### config.mk
export PLATFORM = sky130hd
export DESIGN_NAME = mod_counter
export DESIGN_NICKNAME = d
export VERILOG_FILES = /design/src/rtl/mod_counter.sv
export SDC_FILE = /design/constraint.sdc
export NUM_CORES = 1
export LEC_CHECK = 0
export BUFFER_PORTS_ARGS = -buffer_cell sky130_fd_sc_hd__buf_4
export CORE_AREA = 2 2 39 41
export DETAILED_ROUTE_END_ITERATION = 8
export DIE_AREA = 0 0 41 43
export PLACE_DENSITY = 0.62
export SYNTH_ARGS = -nofsm -noshare
export SYNTH_HDL_FRONTEND = slang
export SYNTH_SLANG_ARGS = --single-unit
### constraint.sdc
create_clock -name clk -period 3.8 [get_ports clk]
set_input_delay 0.57 -clock clk [delete_from_list [all_inputs] [get_ports clk]]
set_output_delay 0.57 -clock clk [all_outputs]
set_load 0.005 [all_outputs]
### src/rtl/mod_counter.sv
// Parametrised up/down modulo counter with parallel load, wrap/saturate ends,
// registered carry/borrow pulses and a sticky overflow flag.
module mod_counter #(
  parameter int     WIDTH    = 4,
  parameter longint MODULUS  = 16,
  parameter int     SATURATE = 0
) (
  input  logic             clk,
  input  logic             clr_n,
  input  logic             clr,
  input  logic             load,
  input  logic [WIDTH-1:0] load_val,
  input  logic             increment,
  input  logic             decrement,
  output logic [WIDTH-1:0] count,
  output logic             at_max,
  output logic             at_zero,
  output logic             carry,
  output logic             borrow,
  output logic             ovf
);

  // Range end held one bit wider so MODULUS == 2**WIDTH still compares cleanly.
  localparam longint           MAX_L   = MODULUS - 64'sd1;
  localparam logic [WIDTH:0]   MAX_EXT = MAX_L[WIDTH:0];
  localparam logic [WIDTH:0]   ONE_EXT = (WIDTH + 1)'(1'b1);
  localparam logic [WIDTH-1:0] ONE_W   = WIDTH'(1'b1);
  localparam logic [WIDTH-1:0] ZERO_W  = WIDTH'(1'b0);

  logic [WIDTH-1:0] count_q, count_d;
  logic             carry_q, carry_d;
  logic             borrow_q, borrow_d;
  logic             ovf_q, ovf_d;
  logic [WIDTH:0]   count_ext_s;
  logic [WIDTH:0]   load_ext_s;
  logic [WIDTH:0]   count_inc_s;
  logic             step_up_s;
  logic             step_dn_s;

  assign count_ext_s = {1'b0, count_q};
  assign load_ext_s  = {1'b0, load_val};
  assign count_inc_s = count_ext_s + ONE_EXT;
  assign step_up_s   = increment & ~decrement;
  assign step_dn_s   = decrement & ~increment;

  // Next-state decode: clr > load > step; both or neither step inputs hold.
  always_comb begin
    count_d  = count_q;
    carry_d  = 1'b0;
    borrow_d = 1'b0;
    ovf_d    = ovf_q;
    if (clr) begin
      count_d = ZERO_W;
      ovf_d   = 1'b0;
    end else if (load) begin
      if (load_ext_s > MAX_EXT) begin
        count_d = MAX_EXT[WIDTH-1:0];
      end else begin
        count_d = load_val;
      end
    end else if (step_up_s) begin
      if (count_ext_s >= MAX_EXT) begin
        carry_d = 1'b1;
        ovf_d   = 1'b1;
        if (SATURATE != 0) begin
          count_d = MAX_EXT[WIDTH-1:0];
        end else begin
          count_d = ZERO_W;
        end
      end else begin
        count_d = count_inc_s[WIDTH-1:0];
      end
    end else if (step_dn_s) begin
      if (count_q == ZERO_W) begin
        borrow_d = 1'b1;
        ovf_d    = 1'b1;
        if (SATURATE != 0) begin
          count_d = ZERO_W;
        end else begin
          count_d = MAX_EXT[WIDTH-1:0];
        end
      end else begin
        count_d = count_q - ONE_W;
      end
    end else begin
      count_d = count_q;
    end
  end

  // State registers; async clear cuts any carry/borrow pulse short.
  always_ff @(posedge clk or negedge clr_n) begin
    if (!clr_n) begin
      count_q  <= ZERO_W;
      carry_q  <= 1'b0;
      borrow_q <= 1'b0;
      ovf_q    <= 1'b0;
    end else begin
      count_q  <= count_d;
      carry_q  <= carry_d;
      borrow_q <= borrow_d;
      ovf_q    <= ovf_d;
    end
  end

  assign count   = count_q;
  assign carry   = carry_q;
  assign borrow  = borrow_q;
  assign ovf     = ovf_q;
  assign at_max  = (count_ext_s == MAX_EXT);
  assign at_zero = (count_q == ZERO_W);

endmodule

==> results of run 1 <==
## metal layers
| layer | global-route usage | up-vias | part of all wire |
|---|---|---|---|
| met5 | 0 | - | 0 |
| met4 | 0.0600 | 0 | 0.012 |
| met3 | 0.0471 | 2 | 0.056 |
| met2 | 0.250 | 16 | 0.48 |
| met1 | 0.225 | 230 | 0.45 |
| li1 | - | 256 | - |
## layout make-up
type,instances,share of cell area
inverter,9,0.0499
timing repair buffer,18,0.200
tap,16,0.0296
clock buffer,4,0.0388
sequential,7,0.259
multi-input combinational,42,0.423
## cell usage in the layout (no fill, tap or decap), drive strengths merged, types with 3 or more instances in the layout
master,instances
buf,18
inv,9
dfrtp,7
o21ai,6
nor2,5
a21oi,4
ha,4
clkbuf,4
nor3,3
and3,3
## worst max-delay path by stage
stage	endpoint	slack (ns)	cells after the start
finish	at_zero	1.81	5
detailed placement	count[2]	1.88	6
global route	at_zero	1.68	5
global placement	count[2]	1.98	6
floorplan	count[2]	2.16	6
CTS	at_zero	1.81	5
## power by group through the flow
stage                     logic [uW]  registers (uW)  clock network [uW]
after floorplan                 34.3            86.8                   0
after global placement          56.4            90.3                   0
after detailed placement        57.5            90.5                   0
after CTS                       57.5            89.3                69.2
after global routing            64.6            91.1                76.7
final                           56.8            89.6                66.8
## flip-flops by register name (all words and copies together), names as in the netlist
name    flops
carry       1
ovf         1
count       4
borrow      1
## kinds of logic (layout without fill, tap and decap cells)
kind of cell / after synthesis / count (layout) / synth area share
XOR/XNOR: 1 / 1 / 0.0172
buffers and inverters: 11 / 31 / 0.0956
AND/OR/NAND/NOR: 18 / 18 / 0.189
multiplexers: 1 / 1 / 0.0196
flip-flops: 7 / 7 / 0.343
adder cells (fa/ha/maj): 4 / 4 / 0.0980
AO/OA/AOI/OAI: 18 / 18 / 0.238
## through the flow
| stage | power (uW) | instance area, um^2 |
|---|---|---|
| 2_1_floorplan | 121 | 510 |
| 3_3_place_gp | 147 | 651 |
| 3_5_place_dp | 148 | 651 |
| 4_1_cts | 216 | 677 |
| 5_1_grt | 232 | 677 |
| 6_report | 213 | 677 |
## critical path: stages, from the launching register on
cell                       delay (ns)
sky130_fd_sc_hd__dfrtp_1         0.53
sky130_fd_sc_hd__inv_1           0.08
sky130_fd_sc_hd__ha_1            0.23
sky130_fd_sc_hd__nand2b_1        0.12
sky130_fd_sc_hd__nor2_1          0.06
sky130_fd_sc_hd__buf_4           0.15
==> results by stage, run 1 <==
Setup path:
- The worst-case reg-to-reg path depth is 4.
- At the worst endpoint, the required time is roughly 3.2 ns.
- STA classifies the critical path startpoint as a flip-flop.
- Across all register-to-register paths, the minimum setup slack is 2.17 ns.
- In this run the worst path has a maximum fanout of 10.
- The source of the critical timing path is count[0].
- The worst setup path is of the flip-flop to output pin kind.
- At the worst endpoint, the arrival time is around 1.4 ns.
- The source of the worst register-to-register timing path is count[0].
- The type of destination of the critical path is an output pin.
- The endpoint of the worst-slack reg-to-reg timing path is count[2].

Synth:
- The share of synthesized area in the top cell type comes to 0.343.
- The number of flip-flops and latches in the synthesized netlist is 7.
- The count of synthesis-stage warnings from yosys is 0.
- The most instantiated library cell after synthesis is sky130_fd_sc_hd__inv_1.
- The post-synthesis average cell area is around 8.5 um^2.
- Ranked by total cell area, the synthesized netlist is headed by sky130_fd_sc_hd__dfrtp_1 (34%), sky130_fd_sc_hd__ha_1 (9.8%), sky130_fd_sc_hd__inv_1 (6.6%), sky130_fd_sc_hd__o21ai_0 (5.9%), sky130_fd_sc_hd__a21oi_1 (3.9%).
- Synthesis produced a netlist whose cell count is 60.
- The synthesized netlist occupies a cell area of between 500 and 600 um^2.
- Counting distinct cell types in the post-synthesis netlist gives 27.
- The cell type with the highest aggregate area in the netlist is sky130_fd_sc_hd__dfrtp_1.
- The share of async-settable or async-resettable flops after synthesis is 1.00.
- In the synthesized netlist the dominant register cell turns out to be sky130_fd_sc_hd__dfrtp_1.
- The commonest cells after synthesis are sky130_fd_sc_hd__inv_1 (9), sky130_fd_sc_hd__dfrtp_1 (7), sky130_fd_sc_hd__o21ai_0 (6).
- The share of synthesized area occupied by flip-flops and latches is 0.343.
- The synthesized design contains 0 enable-type register cells.
- Synthesis produced a netlist with a net count of between 70 and 80.

Timing:
- Setup slack on the critical path of the routed design comes to between 1.5 and 2 ns.
- The worst-case hold slack is between 0.1 and 0.15 ns.
- At the pin with the least slew margin, the transition time is ~0.31 ns.
- Setup violations remaining at the end of the flow were counted as 0.
- The final period utilization is 0.523.
- Clock skew on the completed layout was measured at 0.0109 ns.
- The total negative setup slack is 0 ns.
- The final critical delay including setup and external delays is 1.99 ns.
- Setup repair after global routing left no endpoint under its margin.
- The number of endpoints with negative hold slack in the final report is 0.
- The number of slew-limit violations in the final report is 0.
- The worst max-slew margin expressed relative to the limit is 0.787.
- Based on the critical path, the design can be clocked at up to between 500 and 600 MHz.

Floorplan:
- The number of placed I/O pins is 19.
- The die covers around 1800 um^2.
- The initial core utilization is 0.369.
- Measured along the x axis, the die boundary spans about 41 um.
- The total number of placement rows is 14.
- After floorplanning, the core was sized to cover 1380 um^2.
- Measured along the y axis, the die boundary spans between 40 and 50 um.

Pwr:
- The switching portion of total power is 0.300.
- The internal power of the cells totals 149 uW.
- The reported leakage power is around 0.00035 uW.
- Of the total power, combinational logic draws 0.267.
- The relative contribution of sequential cells to total power is 0.420.
- The maximum vdd drop is between 0.00015 and 0.0002 V.
- The total power divided by cell area is approximately 310 nW/um^2.
- Of the total power, the clock network draws 0.313.
- For this design the total switching power over the nets is between 60 and 70 uW.

Clock network:
- The count of instances resized after the clock tree is built is 0.
- The buffer type at the clock tree root is sky130_fd_sc_hd__clkbuf_4.
- After clock tree synthesis, the clock-pin slew on the worst setup and hold paths is about 0.060 ns.
- Clock latency on the worst-skew pair, taken at its later pin, is around 0.25 ns.
- The number of CTS-inserted buffers is 3.
- The number of H-tree levels is 1.
- The clock net in this run drives a total of 7 sinks.
- The number of hold buffers added after CTS was 0.
- Once the clock tree was built, the setup fixing pass inserted 0 buffers.
- TritonCTS built the clock tree.
- The clock passes through at most 2 buffers.

Detailed routing:
- For this block, the via count after detailed routing is a little over 500.
- Using the TritonRoute via totals, the vias-per-cell ratio works out to about 5.3.
- The routed design has around 1200 um of wire.
- After the first detailed-routing iteration, the DRC count stood at 11.
- The detail route stage leaves a number of antenna-violating nets equal to 0.
- The number of iterations in the first detailed-routing pass is 4.
- The number of remaining DRC errors is 0.
- After detailed routing, the average wire length per cell comes to 12.2 um.

Status:
- The flow ran to the end, and the final reports show no timing, DRC or antenna violations.

Hold path:
- The worst hold-check path type is input pin to async pin.

Layout:
- Leaving out filler cells and counting taps, the final layout contains 96.
- The layout net count is 95.
- In the final layout, the share of cells above drive strength 1 is 0.300.
- The total of fill cells in the finished design is 147.
- Once layout is complete, the utilization of the core stands at 0.489.
- The number of diodes added for antenna fixing is 0.
- From synthesis to final layout, the design area changed by 32.6%.
- Across the whole layout, storage elements account for about 180 um^2.
- The multi-input combinational cells in the finished layout cover a total of around 290 um^2.

GRT:
- The number of antenna violations at the first check in global routing came to 0.
- The global-route wire length before repair is approximately 2000 um.
- Summed over all layers, the global routing overflow is 0.
- The number of global-route vias before repair is 473.
- Entering global routing, the biggest net connects 13 pins.
- The total routing usage reported by global routing is 0.168.

Run:
- Max-cap violations in this run came to 0.

Placed design:
- The number of port buffers is 18.
- Prior to clock tree synthesis, the placed netlist has a worst setup slack of 1.88 ns.
- The HPWL after detailed placement is ~940 um.
- Once placement completed, the tool counted placed cells totaling 92.
- The final weighted congestion of routability-driven global placement is approximately 0.79.
Power figures use the tool's default switching activity.
==> run 2: changes to the inputs <==
==> constraint.sdc (replaced) <==
create_clock -name clk -period 2.03 [get_ports clk]
set_input_delay 0.3045 -clock clk [delete_from_list [all_inputs] [get_ports clk]]
set_output_delay 0.3045 -clock clk [all_outputs]
set_load 0.005 [all_outputs]
==> results by stage, run 2 (synthesis results as in run 1) <==
Status:
- The flow ran to the end, and the final reports show no timing, DRC or antenna violations.

Clock network:
- The clock latency reported for the late side of the worst-skew pair is about 0.25 ns.
- The number of H-tree levels is 1.
- The clock sink count is 7.
- Clock-pin slew was measured on the worst setup and hold paths at 0.06 ns.
- The buffer levels on the longest clock path is 2.
- The number of CTS-inserted buffers is 3.
- The post-CTS repair timing setup buffer count is 0.
- The tree is rooted in a sky130_fd_sc_hd__clkbuf_4.
- TritonCTS built the clock tree.

GRT:
- Summed over all layers, the global routing overflow is 0.
- The number of global-route vias before repair is about 460.
- In the global route stage, overall resource usage came out at 0.167.
- The global-route wire length before repair is around 2000 um.
- The pin count of the biggest net entering global routing is 13.
- The number of antenna violations at the first check in global routing is 0.

Setup path:
- STA puts the critical path data required time at 1.73 ns.
- STA classifies the critical path startpoint as a flip-flop.
- The delay of the slowest critical-path stage is about 0.53 ns.
- Along the worst path, the maximum fanout reaches 10.
- The worst endpoint data arrival time is roughly 1.4 ns.
- The worst-case reg-to-reg path depth is 4.
- Setup slack on the worst reg-to-reg path comes out at 0.39 ns.
- The critical path is of the flip-flop to output pin type.
- In this run the critical register-to-register path is captured at count[2].
- The family with the most delay on the worst path is flip-flops.
- The source of the worst register-to-register timing path is count[0].
- The number of buffer and inverter stages on the critical path is 2.
- Traced cell by cell, the critical path runs through inv_1 -> ha_1 -> nand2b_1 -> nor2_1 -> buf_4.
- The type of destination of the critical path is an output pin.
- On the critical path, the stage with the largest delay is an instance of sky130_fd_sc_hd__dfrtp_1.

Detailed routing:
- The mean routed wirelength per cell is around 12 um.
- Summed over all layers, the routed wires come to approximately 1200 um.
- In this run, the number of DRC markers left after iteration 0 of detailed routing was 5.
- The number of remaining DRC errors is 0.
- The detailed router placed between 400 and 500 vias in this run.
- The count of nets left with antenna violations after detail routing is 0.
- The first TritonRoute pass finished after 4 iterations.
- Using the TritonRoute via totals, the vias-per-cell ratio works out to slightly above 5.

Floorplan:
- The floorplan die width is between 40 and 50 um.
- The number of placed I/O pins is 19.
- The area of the die is 1760 um^2.
- The area inside the core boundary is approximately 1400 um^2.
- The total number of placement rows is 14.
- The initial core utilization is 0.369.
- The die is between 40 and 50 um tall.

Hold path:
- The worst hold path begins at load.
- The worst hold-check path type is input pin to flip-flop.
- The count of cells along the worst hold path is 2.
- The path with the worst hold slack has its endpoint at carry.

Timing:
- The number of endpoints with negative hold slack in the final report was 0.
- In the finished design, the share of the clock period the worst path needs comes to 0.846.
- Setup repair after global routing left no endpoint under its margin.
- The measured slew at the worst slew-check pin is roughly 0.33 ns.
- The worst max-slew margin expressed relative to the limit is 0.777.
- The maximum clock skew at final layout is ~0.0063 ns.
- For the final routed database, the setup TNS stands at 0 ns.
- The final count of negative-setup-slack endpoints is 0.
- The final critical delay including setup and external delays is between 1.5 and 2 ns.
- The worst setup margin is between 0.3 and 0.4 ns.
- The number of slew-limit violations in the final report is 0.
- For this run, the top clock speed supported by timing is approximately 580 MHz.

Pwr:
- The total power divided by cell area is 585 nW/um^2.
- The share of total power dissipated in sequential elements is 0.417.
- The internal portion of the total power is around 280 uW.
- The maximum vdd drop is 0.000319 V.
- The clock share of power is 0.314.
- For this design the total switching power over the nets is ~120 uW.
- Summed over all cells, the static leakage comes to around 0.00035 uW.
- The switching portion of total power is 0.302.
- The share of total power dissipated in combinational logic is 0.269.

Placed design:
- Timing analysis after detailed placement gives a worst setup slack of ~0.36 ns.
- The number of port buffers is 18.
- The number of placed instances, taps included, is 92.
- The HPWL after detailed placement is roughly 920 um.
- Routability-driven placement finished with a final weighted congestion of around 0.79.

Layout:
- The area growth from synthesis to final layout is 34.6%.
- The final layout contains 96 nets.
- In the layout the commonest cells are sky130_fd_sc_hd__buf_4 (18), sky130_fd_sc_hd__inv_1 (9), sky130_fd_sc_hd__dfrtp_1 (7).
- In the final layout, the share of cells above drive strength 1 is 0.296.
- The total of fill cells in the finished design is 139.
- Summing all multi-input logic gate instances after layout gives 287 um^2.
- The number of diodes added for antenna fixing is 0.
- The most common cell after layout, fill and taps aside is sky130_fd_sc_hd__buf_4.
- The area used by sequential logic in the layout is 175 um^2.
- The flip-flop count of the largest register after layout is 4.
- Measured on the finished design, the core utilization comes to 0.496.
- The finished layout holds 97 standard cells, fillers aside.

Run:
- Max-cap violations in this run came to 0.
==> run 2: cell types whose count changed in the layout (fill, tap and decap cells not counted), sizes merged <==
cell / before / now
dlygate4sd3: 0 / 1
==> run 2: worst max path at each step <==
stage,depth (start not counted),slack [ns],start,end
6_report,5,0.31,count[0],at_zero
5_1_grt,5,0.20,count[0],at_zero
4_1_cts,5,0.31,count[0],at_zero
3_5_place_dp,6,0.36,decrement,count[2]
3_3_place_gp,6,0.48,decrement,count[2]
2_1_floorplan,5,0.60,count[0],count[0]
==> run 2: stage by stage <==
stage	area [um^2]	power (uW)	hold slack (ns)
after floorplan	510	227	0.00891
after global placement	651	275	0.121
after detailed placement	651	277	0.124
after CTS	687	406	0.247
after global routing	687	435	0.247
final	687	402	0.254
==> run 2: layout make-up <==
| class | count | share of cell area |
|---|---|---|
| multi-input cells | 42 | 0.417 |
| clock buffers | 4 | 0.0383 |
| well taps | 16 | 0.0291 |
| repair buffers | 19 | 0.211 |
| inverters | 9 | 0.0492 |
| flip-flops and latches | 7 | 0.255 |
==> run 2: metal layers <==
metal  part of all wire  global-route usage  wire length [um]
met1               0.45               0.218               537
met2               0.48               0.253               567
met3              0.054              0.0471                64
met4              0.010              0.0600                12
met5                  0                   0                 0
==> run 2: power groups by stage <==
| stage | Clock, uW | Sequential, uW | Combinational, uW |
|---|---|---|---|
| after CTS | 129 | 167 | 109 |
| after detailed placement | 0 | 170 | 107 |
| after global routing | 141 | 170 | 123 |
| final | 126 | 168 | 108 |
| after floorplan | 0 | 162 | 64.2 |
| after global placement | 0 | 169 | 106 |
==> run 2: timing repair <==
action	4_1_cts	5_1_grt
gates resized for setup	0	0
endpoints found under the hold margin	7	0
hold buffers	1	0
==> run 3: changes to the inputs <==
--- a/config.mk
+++ b/config.mk
@@ -9,7 +9,7 @@
 export CORE_AREA = 2 2 39 41
 export DETAILED_ROUTE_END_ITERATION = 8
 export DIE_AREA = 0 0 41 43
-export PLACE_DENSITY = 0.62
+export PLACE_DENSITY = 0.64
 export SYNTH_ARGS = -nofsm -noshare
 export SYNTH_HDL_FRONTEND = slang
 export SYNTH_SLANG_ARGS = --single-unit
==> constraint.sdc (replaced) <==
create_clock -name clk -period 1.38 [get_ports clk]
set_input_delay 0.207 -clock clk [delete_from_list [all_inputs] [get_ports clk]]
set_output_delay 0.207 -clock clk [all_outputs]
set_load 0.005 [all_outputs]
==> results by stage, run 3 (synthesis results as in run 1) <==
Status:
- The flow ran to the end, but the final reports show violations.
- The checks that failed: negative setup slack.

Clock network:
- TritonCTS created 3 clock buffers.
- The clock sink count is 7.
- The later pin in the worst-skew pair is clocked with a latency of 0.26 ns.
- The clock transition time at the flip-flop clock pins of the worst setup and hold paths is 0.05 ns.
- The number of H-tree levels is 1.
- The buffer type at the clock tree root is sky130_fd_sc_hd__clkbuf_4.
- The TritonCTS clock tree is built.
- The clock passes through at most 2 buffers.

Floorplan:
- The number of placed I/O pins is 19.
- The initial utilization of the core area, before any placement, comes to 0.369.
- The floorplan step set the die height to roughly 43 um.
- The area of the die is around 1800 um^2.
- From left edge to right edge, the die measures 41 um.
- The area inside the core boundary is 1380 um^2.
- The total number of placement rows is 14.

Pwr:
- The total power is a little under 700 uW.
- The total power divided by cell area is ~840 nW/um^2.
- Summed over all cells, the static leakage comes to approximately 0.00040 uW.
- VDD sags by at most between 0.0004 and 0.0005 V.

Detailed routing:
- Once detail routing completed, the nets flagged for antenna violations numbered 0.
- After detailed routing, the average wire length per cell comes to 13.9 um.
- For this block, the initial DRC count from the detailed router was 15.
- The detailed router placed approximately 560 vias in this run.
- After detailed routing, the number of vias per cell comes to roughly 5.3.
- The pre-antenna-repair detailed-routing pass consisted of 4 iterations.
- The number of remaining DRC errors is 0.
- The final layout contains routed wiring with a total length of around 1500 um.

Placed design:
- Counting tap cells, the placed design contains a total of between 90 and 100 instances.
- The estimated wirelength of the detail-placed design is 1000 um.
- The final weighted congestion of routability-driven global placement is 0.801.
- Prior to clock tree synthesis, the placed netlist has a worst setup slack of -0.0368 ns.
- In this run the tool buffered the top-level ports with 18 buffer cells.

Timing:
- Measured against its own limit, the worst slew margin works out to 0.716.
- Static timing analysis puts the maximum clock frequency at roughly 700 MHz.
- The measured slew at the worst slew-check pin is 0.427 ns.
- Setup repair after global routing could not meet its margin everywhere.
- The number of slew-limit violations in the final report is 0.
- The maximum clock skew at final layout is 0.00256 ns.
- Setup violations remaining at the end of the flow were counted as 4.
- Once routing completed, OpenROAD measured the worst setup slack at -0.0471 ns.
- After routing, the total negative slack on setup checks comes to -0.0915 ns.
- The final period utilization is 1.03.
- The number of endpoints with negative hold slack in the final report is 0.
- For the finished layout, the period the worst path requires is between 1 and 1.5 ns.

Layout:
- The layout net count is between 100 and 150.
- From synthesis to final layout, the design area changed by 58.3%.
- The post-route core utilization is 0.584.
- The register with the most flip-flops in the layout has 4 of them.
- For this run, the number of standard cells in the final layout without fillers is about 110.
- The number of diodes added for antenna fixing is 0.
- Leaving out fill and tap cells, the most frequent cell in the layout is sky130_fd_sc_hd__buf_4.
- In the final layout, the share of cells above drive strength 1 is 0.506.
- The library cells used most frequently in the layout, excluding fill and tap cells, are sky130_fd_sc_hd__buf_4 (26), sky130_fd_sc_hd__inv_1 (7), sky130_fd_sc_hd__o21ai_0 (5), sky130_fd_sc_hd__dfrtp_1 (5).

GRT:
- The final global-route overflow total is 0.
- Entering global routing, the biggest net connects 13 pins.
- The number of antenna violations at the first check in global routing is 0.
- The global-route wire length before repair is 2140 um.
- The number of global-route vias before repair is between 400 and 500.
- The total routing usage reported by global routing is 0.179.

Setup path:
- The capture point of the critical path is at_max.
- Measured in cells, the most critical reg-to-reg path has a length of 5.
- The delay of the slowest critical-path stage is 0.43 ns.
- In this run the worst setup path begins at count[0].
- STA classifies the critical path endpoint as an output pin.
- The worst path required time is 1.17 ns.
- The setup path with the least slack is of type flip-flop to output pin.
- The internal reg-to-reg setup slack is -0.02 ns.
- The kind of start point of the critical path is a flip-flop.
- The startpoint identified for the worst register-to-register timing path is count[0].
- The endpoint identified for the worst register-to-register timing path is count[0].
- On the critical path, the stage with the largest delay is an instance of sky130_fd_sc_hd__dfrtp_2.
- The worst endpoint data arrival time is between 1 and 1.5 ns.
- The highest fanout seen on the critical path is 5.
- Walking the worst path, the cells encountered are ha_2 -> and3_1 -> buf_4.

Run:
- Across the run, the number of max-cap violations was 0.

Hold path:
- The worst hold-check path type is input pin to flip-flop.
- The startpoint of the worst hold path is clr.
[run 3: cell count changes in the layout (fill, tap and decap cells not counted), moves of 2 or more]
cell and delta:
sky130_fd_sc_hd__inv_1 -2, sky130_fd_sc_hd__dfrtp_2 +2, sky130_fd_sc_hd__dfrtp_1 -2, sky130_fd_sc_hd__ha_1 -2, sky130_fd_sc_hd__nor3_1 -2, sky130_fd_sc_hd__buf_4 +8, sky130_fd_sc_hd__inv_2 +2
[run 3: what timing repair did]
item                                   in CTS  in global routing
endpoints found under the hold margin       7                  0
setup endpoints to repair                   5                  7
resized for setup                           7                  7
pin swaps                                   6                  4
hold buffers                                1                  0
gates cloned                                0                  0
setup buffers                               1                  1
[run 3: critical path, delay by kind of cell (launching register included)]
kind | cells | cell delay (ns)
flip-flops | 1 | 0.43
buffers and inverters | 1 | 0.13
adder cells (fa/ha/maj) | 1 | 0.23
AND/OR/NAND/NOR | 1 | 0.18
[run 3: final cells by class]
cell class                      count  area, um^2
Clock buffer                        4        26.3
Fill cell                         124         576
Inverter                            9        33.8
Multi-Input combinational cell     42         345
Sequential cell                     7         178
Tap cell                           16        20.0
Timing Repair Buffer               27         205
[run 3: routing by layer]
metal,vias up,part of all wire,global-route usage
met3,3,0.038,0.0628
met1,272,0.43,0.211
met5,-,0,0
met4,0,0.0089,0.0600
met2,12,0.52,0.288
li1,274,-,-
[run 3: through the flow]
stage / hold WS [ns] / area [um^2]
floorplan: -0.0886 / 514
global placement: 0.0283 / 699
detailed placement: 0.0267 / 699
CTS: 0.147 / 766
global route: 0.143 / 808
finish: 0.167 / 808
[run 3: worst min path at each step]
stage,slack [ns],cells past startpoint,end
5_1_grt,0.14,2,count[0]
3_5_place_dp,0.03,1,count[3]
6_report,0.17,2,count[0]
4_1_cts,0.15,2,count[0]
3_3_place_gp,0.03,1,borrow
2_1_floorplan,-0.09,0,borrow
[run 3: report_power, final]
group	switching, uW	internal [uW]	total (uW)
logic	107	130	237
registers	27.3	219	246
clock network	81.1	111	192
total	216	459	675
